[config.mk]
export PLATFORM = sky130hd
export DESIGN_NAME = voice_sched
export DESIGN_NICKNAME = d
export VERILOG_FILES = /design/src/rtl/voice_sched.sv
export SDC_FILE = /design/constraint.sdc
export NUM_CORES = 1
export LEC_CHECK = 0
export CORE_UTILIZATION = 30
export DETAILED_ROUTE_END_ITERATION = 16
export GPL_TIMING_DRIVEN = 0
export SETUP_SLACK_MARGIN = 0.15
export SLEW_MARGIN = 40
export SYNTH_ARGS = -nofsm -noshare
export SYNTH_HDL_FRONTEND = slang
export SYNTH_SLANG_ARGS = --single-unit
[constraint.sdc]
create_clock -name clk_i -period 3.76 [get_ports clk_i]
set_clock_uncertainty 0.2 [all_clocks]
set_input_delay 1.128 -clock clk_i [delete_from_list [all_inputs] [get_ports clk_i]]
set_output_delay 1.128 -clock clk_i [all_outputs]
set_load 0.05 [all_outputs]
[src/rtl/voice_sched.sv]
// Time-multiplexed voice mixer: on each tick scans voices one per cycle, sums their samples and emits one mixed sample.
// Optional macro VOICE_SCHED_SAT_EN selects saturating full-scale mix instead of the averaging shift.
module voice_sched #(
    parameter int width_p  = 12,
    parameter int voices_p = 4
) (
    input  logic                          clk_i,
    input  logic                          reset_i,
    input  logic                          tick_i,
    input  logic [voices_p-1:0]           enable_i,
    input  logic [voices_p*width_p-1:0]   voice_data_i,
    input  logic [voices_p-1:0]           voice_valid_i,
    output logic [voices_p-1:0]           voice_ready_o,
    output logic signed [width_p-1:0]     data_o,
    output logic                          valid_o,
    input  logic                          ready_i,
    output logic                          overrun_o
);

    localparam int LOG2 = $clog2(voices_p);
    localparam int AW   = width_p + LOG2;

    typedef enum logic [1:0] {
        S_IDLE,
        S_SCAN,
        S_OUT
    } state_t;

    state_t                   r_state;
    state_t                   w_next;
    logic [LOG2-1:0]          r_idx;
    logic signed [AW-1:0]     r_acc;
    logic signed [width_p-1:0] r_data;
    logic                     r_valid;
    logic                     r_overrun;

    logic signed [width_p-1:0] w_sample;
    logic signed [AW-1:0]      w_ext;
    logic signed [AW-1:0]      w_acc_nxt;
    logic                      w_hit;
    logic                      w_last;

`ifdef VOICE_SCHED_SAT_EN
    localparam logic signed [width_p-1:0] OUT_MAX = {1'b0, {(width_p-1){1'b1}}};
    localparam logic signed [width_p-1:0] OUT_MIN = {1'b1, {(width_p-1){1'b0}}};

    function automatic logic signed [width_p-1:0] f_mix(input logic signed [AW-1:0] a);
        if (a > AW'(OUT_MAX))
            return OUT_MAX;
        else if (a < AW'(OUT_MIN))
            return OUT_MIN;
        else
            return width_p'(a);
    endfunction
`else
    // Dividing by the voice count keeps any sum of in-range samples in range.
    function automatic logic signed [width_p-1:0] f_mix(input logic signed [AW-1:0] a);
        return width_p'(a >>> LOG2);
    endfunction
`endif

    assign w_sample  = voice_data_i[r_idx*width_p +: width_p];
    assign w_ext     = AW'(w_sample);
    assign w_hit     = (r_state == S_SCAN) && enable_i[r_idx] && voice_valid_i[r_idx];
    assign w_acc_nxt = r_acc + (w_hit ? w_ext : '0);
    assign w_last    = (r_idx == LOG2'(voices_p - 1));

    assign voice_ready_o = w_hit ? (voices_p'(1) << r_idx) : '0;
    assign data_o        = r_data;
    assign valid_o       = r_valid;
    assign overrun_o     = r_overrun;

    always_comb begin
        w_next = r_state;
        case (r_state)
            S_IDLE:  if (tick_i)  w_next = S_SCAN;
            S_SCAN:  if (w_last)  w_next = S_OUT;
            S_OUT:   if (ready_i) w_next = S_IDLE;
            default: w_next = S_IDLE;
        endcase
    end

    always_ff @(posedge clk_i) begin
        if (reset_i) begin
            r_state   <= S_IDLE;
            r_idx     <= '0;
            r_acc     <= '0;
            r_data    <= '0;
            r_valid   <= 1'b0;
            r_overrun <= 1'b0;
        end else begin
            r_state <= w_next;
            // Ticks are never queued; any tick outside IDLE is lost and flagged.
            if (tick_i && (r_state != S_IDLE))
                r_overrun <= 1'b1;
            case (r_state)
                S_IDLE: begin
                    if (tick_i) begin
                        r_acc <= '0;
                        r_idx <= '0;
                    end
                end
                S_SCAN: begin
                    r_acc <= w_acc_nxt;
                    r_idx <= r_idx + LOG2'(1);
                    if (w_last) begin
                        r_data  <= f_mix(w_acc_nxt);
                        r_valid <= 1'b1;
                    end
                end
                S_OUT: begin
                    if (ready_i)
                        r_valid <= 1'b0;
                end
                default: ;
            endcase
        end
    end

endmodule

==> results of run 1 <==
[through the flow]
step,hold slack [ns],setup TNS [ns]
finish,0.250,0
global route,0.279,-0.116
CTS,0.255,0
detailed placement,0.245,-14.74
global placement,0.238,-14.12
floorplan,0.232,0
[cells in the mapped netlist, types with 4 or more instances]
master	count	share of area (%)
and3_1	4	1.1
inv_1	12	1.9
dfxtp_1	32	28
o21ai_0	12	2.6
nor2_1	21	3.4
ha_1	17	9.2
o211ai_1	5	1.6
a211oi_1	4	1.3
a22oi_1	8	2.6
mux4_2	9	8.8
a21o_1	4	1.3
nand2_1	29	4.7
a21oi_1	21	4.5
nor2b_1	12	3.2
xnor2_1	5	1.9
nand3_1	8	1.7
clkbuf_1	10	1.6
[logic make-up after synthesis]
family / Yosys count
and+or+nand+nor: 91
AOI/OAI and AO/OA: 75
DFF: 32
buffers and inverters: 27
adders and majority gates: 18
muxes: 12
xor gates and xnor gates: 9
[final cells by class]
type	instances	area share [%]
multi-input cells	205	49.0
repair buffers	107	25.1
flip-flops and latches	32	16.3
well taps	99	3.16
plain buffers	14	2.36
clock buffers	5	1.76
inverters	13	1.24
clock inverters	3	1.09
[metal layers]
layer / track usage (%) / vias to the layer above / share of wire [%] / wire length [um]
met5: 0 / - / 0 / 0
met4: 6.28 / 0 / 1.3 / 91
met3: 4.31 / 10 / 5.8 / 418
met2: 32.6 / 78 / 50 / 3590
met1: 21.3 / 1134 / 43 / 3050
li1: - / 1192 / - / -
[state kept, by name, indices dropped and copies added, names as in the netlist]
name and flops:
r_acc 14, valid_o 1, r_idx 2, overrun_o 1
data_o 12, r_state 2
[worst max-delay path, delay by kind of cell]
kind                       cells  cell delay [ns]
muxes                          1             0.45
and+or+nand+nor                5             1.09
buffers and inverters          1             0.40
AOI/OAI and AO/OA              2             0.35
adders and majority gates      1             0.33
[power by group through the flow]
| stage | Clock (mW) | Sequential, mW | Combinational [mW] |
|---|---|---|---|
| finish | 0.336 | 0.350 | 0.225 |
| global route | 0.357 | 0.350 | 0.243 |
| CTS | 0.344 | 0.349 | 0.211 |
| detailed placement | 0 | 0.356 | 0.185 |
| global placement | 0 | 0.357 | 0.184 |
| floorplan | 0 | 0.359 | 0.0959 |
[worst paths after layout]
| path | start | end | slack (ns) |
|---|---|---|---|
| worst min-delay path | data_o[8] | data_o[8] | 0.25 |
| worst min register to register | data_o[8] | data_o[8] | 0.25 |
| worst max register to register | r_idx[0] | r_acc[13] | 0.20 |
| worst max-delay path | voice_data_i[46] | r_acc[13] | 0.009 |
[what timing repair did]
item	in CTS	in global routing
gates resized for setup	119	36
pin swaps	41	25
setup endpoints to repair	24	22
gates cloned	1	0
setup buffers	24	6
==> summary.txt, run 1 <==
Route
  • Antenna Nets Post-Route: 0
  • Via density: between 5 and 6
  • Routed vias: 2414
  • First-pass DRT Iterations: 4
  • WL final: slightly above 7000 um
  • Wire per inst: around 15 um
  • Initial DRC count: 74
  • DRC Markers: 0

Pwr
  • Reg power frac: between 30% and 40%
  • Cell Int Power: approximately 0.67 mW
  • Comb pwr share: 24.7%
  • VDD IR-drop max: 0.169 mV
  • Leak: 1.49 nW
  • Sw Ratio: a little over a quarter
  • Net Sw Power: roughly 0.24 mW
  • Clock share of power: 36.9%
  • PwrDens: approximately 230 nW/um2
  • Total power: about 0.91 mW

Logic synthesis
  • Xor-xnor portion of the synthesized cell area: 4.06%
  • Synthesized Nets: 342
  • Ys flop type: dfxtp_1
  • Largest family of logic cells by synthesized area: compound AO/OA/AOI/OAI gates
  • Post-synthesis mux area share: roughly 11%
  • Adder-cell area share of the yosys netlist: about a tenth
  • Synth Area in Compound Gates: a little over a fifth
  • Synth Warn #: 0
  • Syn avg cell area: 8.75 um2
  • Synthesized instance count: 264
  • Asr flop ratio synth: 0%
  • Number of synthesized flops with an enable pin: 0
  • Synth Cell Area: around 2300 um2
  • Synth Area in Simple Gates: about a fifth
  • Synth cell types: 55
  • Seq cells post-synth: 32
  • Sequential fraction of the synthesis area: around 28%

Worst setup path
  • CP peak stage delay: ~0.45 ns
  • WP data required: between 3 and 4 ns
  • CP endpoint kind: register
  • CP Data Arrival Time: 3.77 ns
  • Crit path kind: input pin to register
  • Critical Path Start Type: input pin
  • CP Cell Sequence: clkdlybuf4s50_1 > mux4_2 > nor2b_2 > ha_1 > and2_4 > and3_1 > a41o_1 > or3_4 > and2_4 > o211ai_2
  • Worst Path Max Fanout: 3
  • Cell mode on critical path: and2_4
  • Worst path slowest cell: mux4_2
  • Worst reg-to-reg path cell count: 13

Global route
  • Number of global-route vias before repair: between 2000 and 3000
  • Grt ovf: 0
  • Antenna violations before repair: 0
  • Gr usage total: around 18%
  • First-pass GRT wire length: approximately 12000 um
  • Largest net degree at the start of global routing: 12

STA
  • Fin. Hold Viols: 0
  • Final Critical Period: between 3 and 4 ns
  • Slew headroom: 62.8%
  • Final max-slew violation count: 0
  • Setup ws final: about 0.009 ns
  • Final period utilization: 99.8%
  • Final setup viols: 0
  • Fmax: 267 MHz
  • Worst-Margin Slew: 0.558 ns
  • RSZ-0062 raised after global routing: true

Floorplan
  • Core area: 7330 um2
  • Effective utilization at floorplan: between 30% and 40%
  • IO Pins: 78
  • Die area: 8060 um2
  • Die X-Extent: between 80 and 90 um
  • Standard-cell rows: 31
  • Die height: 89.8 um

Hold path
  • Worst hold path depth: 2
  • Type of the tightest min-delay check: register to register

Cells and area
  • Register area: ~640 um2
  • Most common cell after layout, fill and taps aside: clkdlybuf4s50_1
  • Synthesis-to-finish area growth: 69.6%
  • Fill cells: between 600 and 700
  • Area taken by multi-input logic gates: between 1500 and 2000 um2
  • Layout cells sized above 1: about a third
  • Most frequent cells in the layout: 49 x clkdlybuf4s50_1, 32 x dfxtp_1, 28 x buf_4, 27 x nand2_1, 18 x a21oi_1
  • Design area: between 3000 and 4000 um2
  • Ant. Diodes: 0
  • Nets: ~460
  • Final Non-Filler Cells: roughly 480
  • Fin util: 53.5%

Clock tree
  • Clock buffer depth: 2
  • CTS Hold Bufs: 0
  • Clock latency at the later pin of the worst-skew pair: just under 0.3 ns
  • CTS sink cnt: 32
  • CTS Root Cell: clkbuf_8
  • CTS tree: done
  • H-tree depth: 2
  • Clk pin slew, worst setup/hold paths: around 0.07 ns
  • Cts bufs inserted: 5

Place
  • Placed inst area: ~3200 um2
  • Port buffer count: 76
  • Pre-CTS WS: -0.831 ns
  • DP HPWL: a little over 5000 um
  • Dpl cells: between 400 and 500
  • GPL Wtd Cong: roughly 0.85

Job
  • Max cap viols: 0

Run status
  • Outcome: finished clean
Power figures use the tool's default switching activity.
==> run 2: changes to the inputs <==
Settings changed: SKIP_LAST_GASP set to 1.
==> run 2 against run 1 <==
Against the previous run:
- maximum frequency hardly changed
- non-clock buffer count unchanged
- sequential cell count is the same
- final area shrank 0.22%
- total power about the same
- combinational power hardly changed
- largest cell class unchanged
- global-route usage did not move
- sequential power is essentially flat
- wire length up 0.73%
- critical path depth did not move
- critical path type unchanged
- clock-buffer cell count did not move
- utilization shrank 0.12 points
==> summary.txt, run 2 (synthesis gave the netlist of run 1 again) <==
Run status
  • Outcome: finished clean

Cells and area
  • Reg with most FFs: r_acc
  • Ant. Diodes: 0 (unchanged)
  • Fill cells: 662 (unchanged)
  • Area taken by multi-input logic gates: 1910 um2 (-0.26%)
  • Synthesis-to-finish area growth: 69.2%
  • Layout cells sized above 1: 33.5% (unchanged)
  • Most frequent cells in the layout: 49 x clkdlybuf4s50_1, 32 x dfxtp_1, 27 x nand2_1, 27 x buf_4, 18 x a21oi_1
  • Max FFs per register: 14 (unchanged)
  • Register area: 641 um2 (unchanged)
  • Fin util: 53.4% (-0.12 points)
  • Final Non-Filler Cells: 478 (unchanged)
  • Nets: 456 (unchanged)
  • Most common cell after layout, fill and taps aside: clkdlybuf4s50_1

Route
  • Routed vias: 2421 (+0.29%)
  • Initial DRC count: 74 (unchanged)
  • DRC Markers: 0 (unchanged)
  • Antenna Nets Post-Route: 0 (unchanged)
  • WL final: 7200 um (+0.73%)
  • Via density: 5.06 (+0.29%)
  • Wire per inst: 15.1 um (+0.73%)
  • First-pass DRT Iterations: 4 (unchanged)

Place
  • GPL Wtd Cong: 0.851 (unchanged)
  • Port buffer count: 76 (unchanged)
  • DP HPWL: 5080 um (unchanged)
  • Dpl cells: 439 (unchanged)

Floorplan
  • IO Pins: 78 (unchanged)
  • Effective utilization at floorplan: 31.5% (unchanged)
  • Die height: 89.8 um (unchanged)
  • Die area: 8060 um2 (unchanged)
  • Core area: 7330 um2 (unchanged)
  • Die X-Extent: 89.8 um (unchanged)
  • Standard-cell rows: 31 (unchanged)

Worst setup path
  • CP Cell Sequence: clkdlybuf4s50_1 > mux4_2 > nor2b_2 > ha_1 > and2_4 > and3_1 > a41o_1 > or3_4 > and2_4 > o211ai_2
  • Worst reg-to-reg path cell count: 13 (unchanged)
  • WP data required: 3.78 ns (about the same)
  • Critical Path Start Type: input pin
  • RR Endpoint: r_acc[13]
  • R2R Path Start: r_idx[0]
  • CP peak stage delay: 0.46 ns (about the same)
  • CP endpoint kind: register
  • CP delay by family, top: simple AND/OR/NAND/NOR gates
  • Worst Path Max Fanout: 3 (unchanged)
  • Buf+Inv Stages, Crit Path: 1 (unchanged)
  • Worst path slowest cell: mux4_2
  • Worst R2R Setup Slack: 0.18 ns (-0.02 ns)
  • Crit path kind: input pin to register
  • CP Data Arrival Time: 3.77 ns (about the same)
  • Cell mode on critical path: and2_4

Pwr
  • VDD IR-drop max: 0.169 mV (+0.12%)
  • Total power: 0.912 mW (about the same)
  • PwrDens: 233 nW/um2 (+0.30%)
  • Leak: 1.49 nW (about the same)

Global route
  • Largest net degree at the start of global routing: 12 (unchanged)
  • Grt ovf: 0 (unchanged)
  • Antenna violations before repair: 0 (unchanged)
  • Number of global-route vias before repair: 2526 (unchanged)
  • Gr usage total: 18.3% (unchanged)
  • First-pass GRT wire length: 11800 um (unchanged)

Clock tree
  • Clock buffer depth: 2 (unchanged)
  • CTS sink cnt: 32 (unchanged)
  • H-tree depth: 2 (unchanged)
  • Clk pin slew, worst setup/hold paths: 0.07 ns (about the same)
  • CTS tree: done
  • CTS Root Cell: clkbuf_8
  • Cts bufs inserted: 5 (unchanged)
  • Clock latency at the later pin of the worst-skew pair: 0.29 ns (about the same)

STA
  • Worst-Margin Slew: 0.565 ns (+0.00721 ns)
  • Final period utilization: 99.7% (about the same)
  • Setup TNS: 0 ns (unchanged)
  • Slew headroom: 62.3% (-0.48 points)
  • RSZ-0062 raised after global routing: true
  • Worst Hold Margin: 0.250 ns (-0.00000100 ns)
  • Final max-slew violation count: 0 (unchanged)
  • Final setup viols: 0 (unchanged)
  • Final Critical Period: 3.75 ns (-0.00351 ns)
  • Fin. Hold Viols: 0 (unchanged)
  • Fmax: 267 MHz (about the same)

Hold path
  • Type of the tightest min-delay check: register to register
  • HP Start: data_o[8]
  • Worst Hold Path EP: data_o[8]
  • Worst hold path depth: 2 (unchanged)

Job
  • Max cap viols: 0 (unchanged)
## run 2: tightest hold or removal path, stage by stage, from the launching register on
cell,delay (ns)
dfxtp_1,0.31
nand2_1,0.05
a21oi_1,0.05
## run 2: routing by layer
metal | track usage [%] | vias to the layer above | wire length [um]
li1 | - | 1189 | -
met1 | 21.3 | 1138 | 3100
met2 | 32.6 | 84 | 3610
met3 | 4.31 | 10 | 394
met4 | 6.28 | 0 | 86
met5 | 0 | - | 0
## run 2: layout make-up
cell class | instances | area share [%]
plain buffers | 14 | 2.37
clock buffers | 5 | 1.76
clock inverters | 3 | 1.09
inverters | 13 | 1.25
multi-input cells | 205 | 48.9
flip-flops and latches | 32 | 16.4
well taps | 99 | 3.17
repair buffers | 107 | 25.0
## run 2: timing repair
item | CTS | global route
setup buffers | 24 | 6
setup endpoints to repair | 24 | 22
gates resized for setup | 119 | 33
pin swaps | 41 | 25
hold buffers | 0 | 0
cloned | 1 | 0
## run 2: stage by stage
step | setup slack [ns] | area [um2]
4_1_cts | 0.0338 | 3760
3_5_place_dp | -0.831 | 3240
6_report | 0.0123 | 3910
2_1_floorplan | 0.0695 | 2350
5_1_grt | -0.0479 | 3910
3_3_place_gp | -0.801 | 3240
## run 2: worst max path at each step
stage                      from                to  cells after the start
6_report       voice_data_i[46]         r_acc[13]                     10
5_1_grt        voice_data_i[46]        data_o[11]                     11
4_1_cts             enable_i[0]         r_acc[13]                     14
3_5_place_dp   voice_valid_i[2]         r_acc[12]                     15
3_3_place_gp   voice_valid_i[2]  voice_ready_o[1]                      7
2_1_floorplan  voice_valid_i[2]  voice_ready_o[0]                      5
## run 2: power by group
group	total (mW)	switching, mW	internal [mW]
Combinational	0.225	0.0942	0.131
Clock	0.337	0.141	0.196
Sequential	0.350	0.00545	0.344
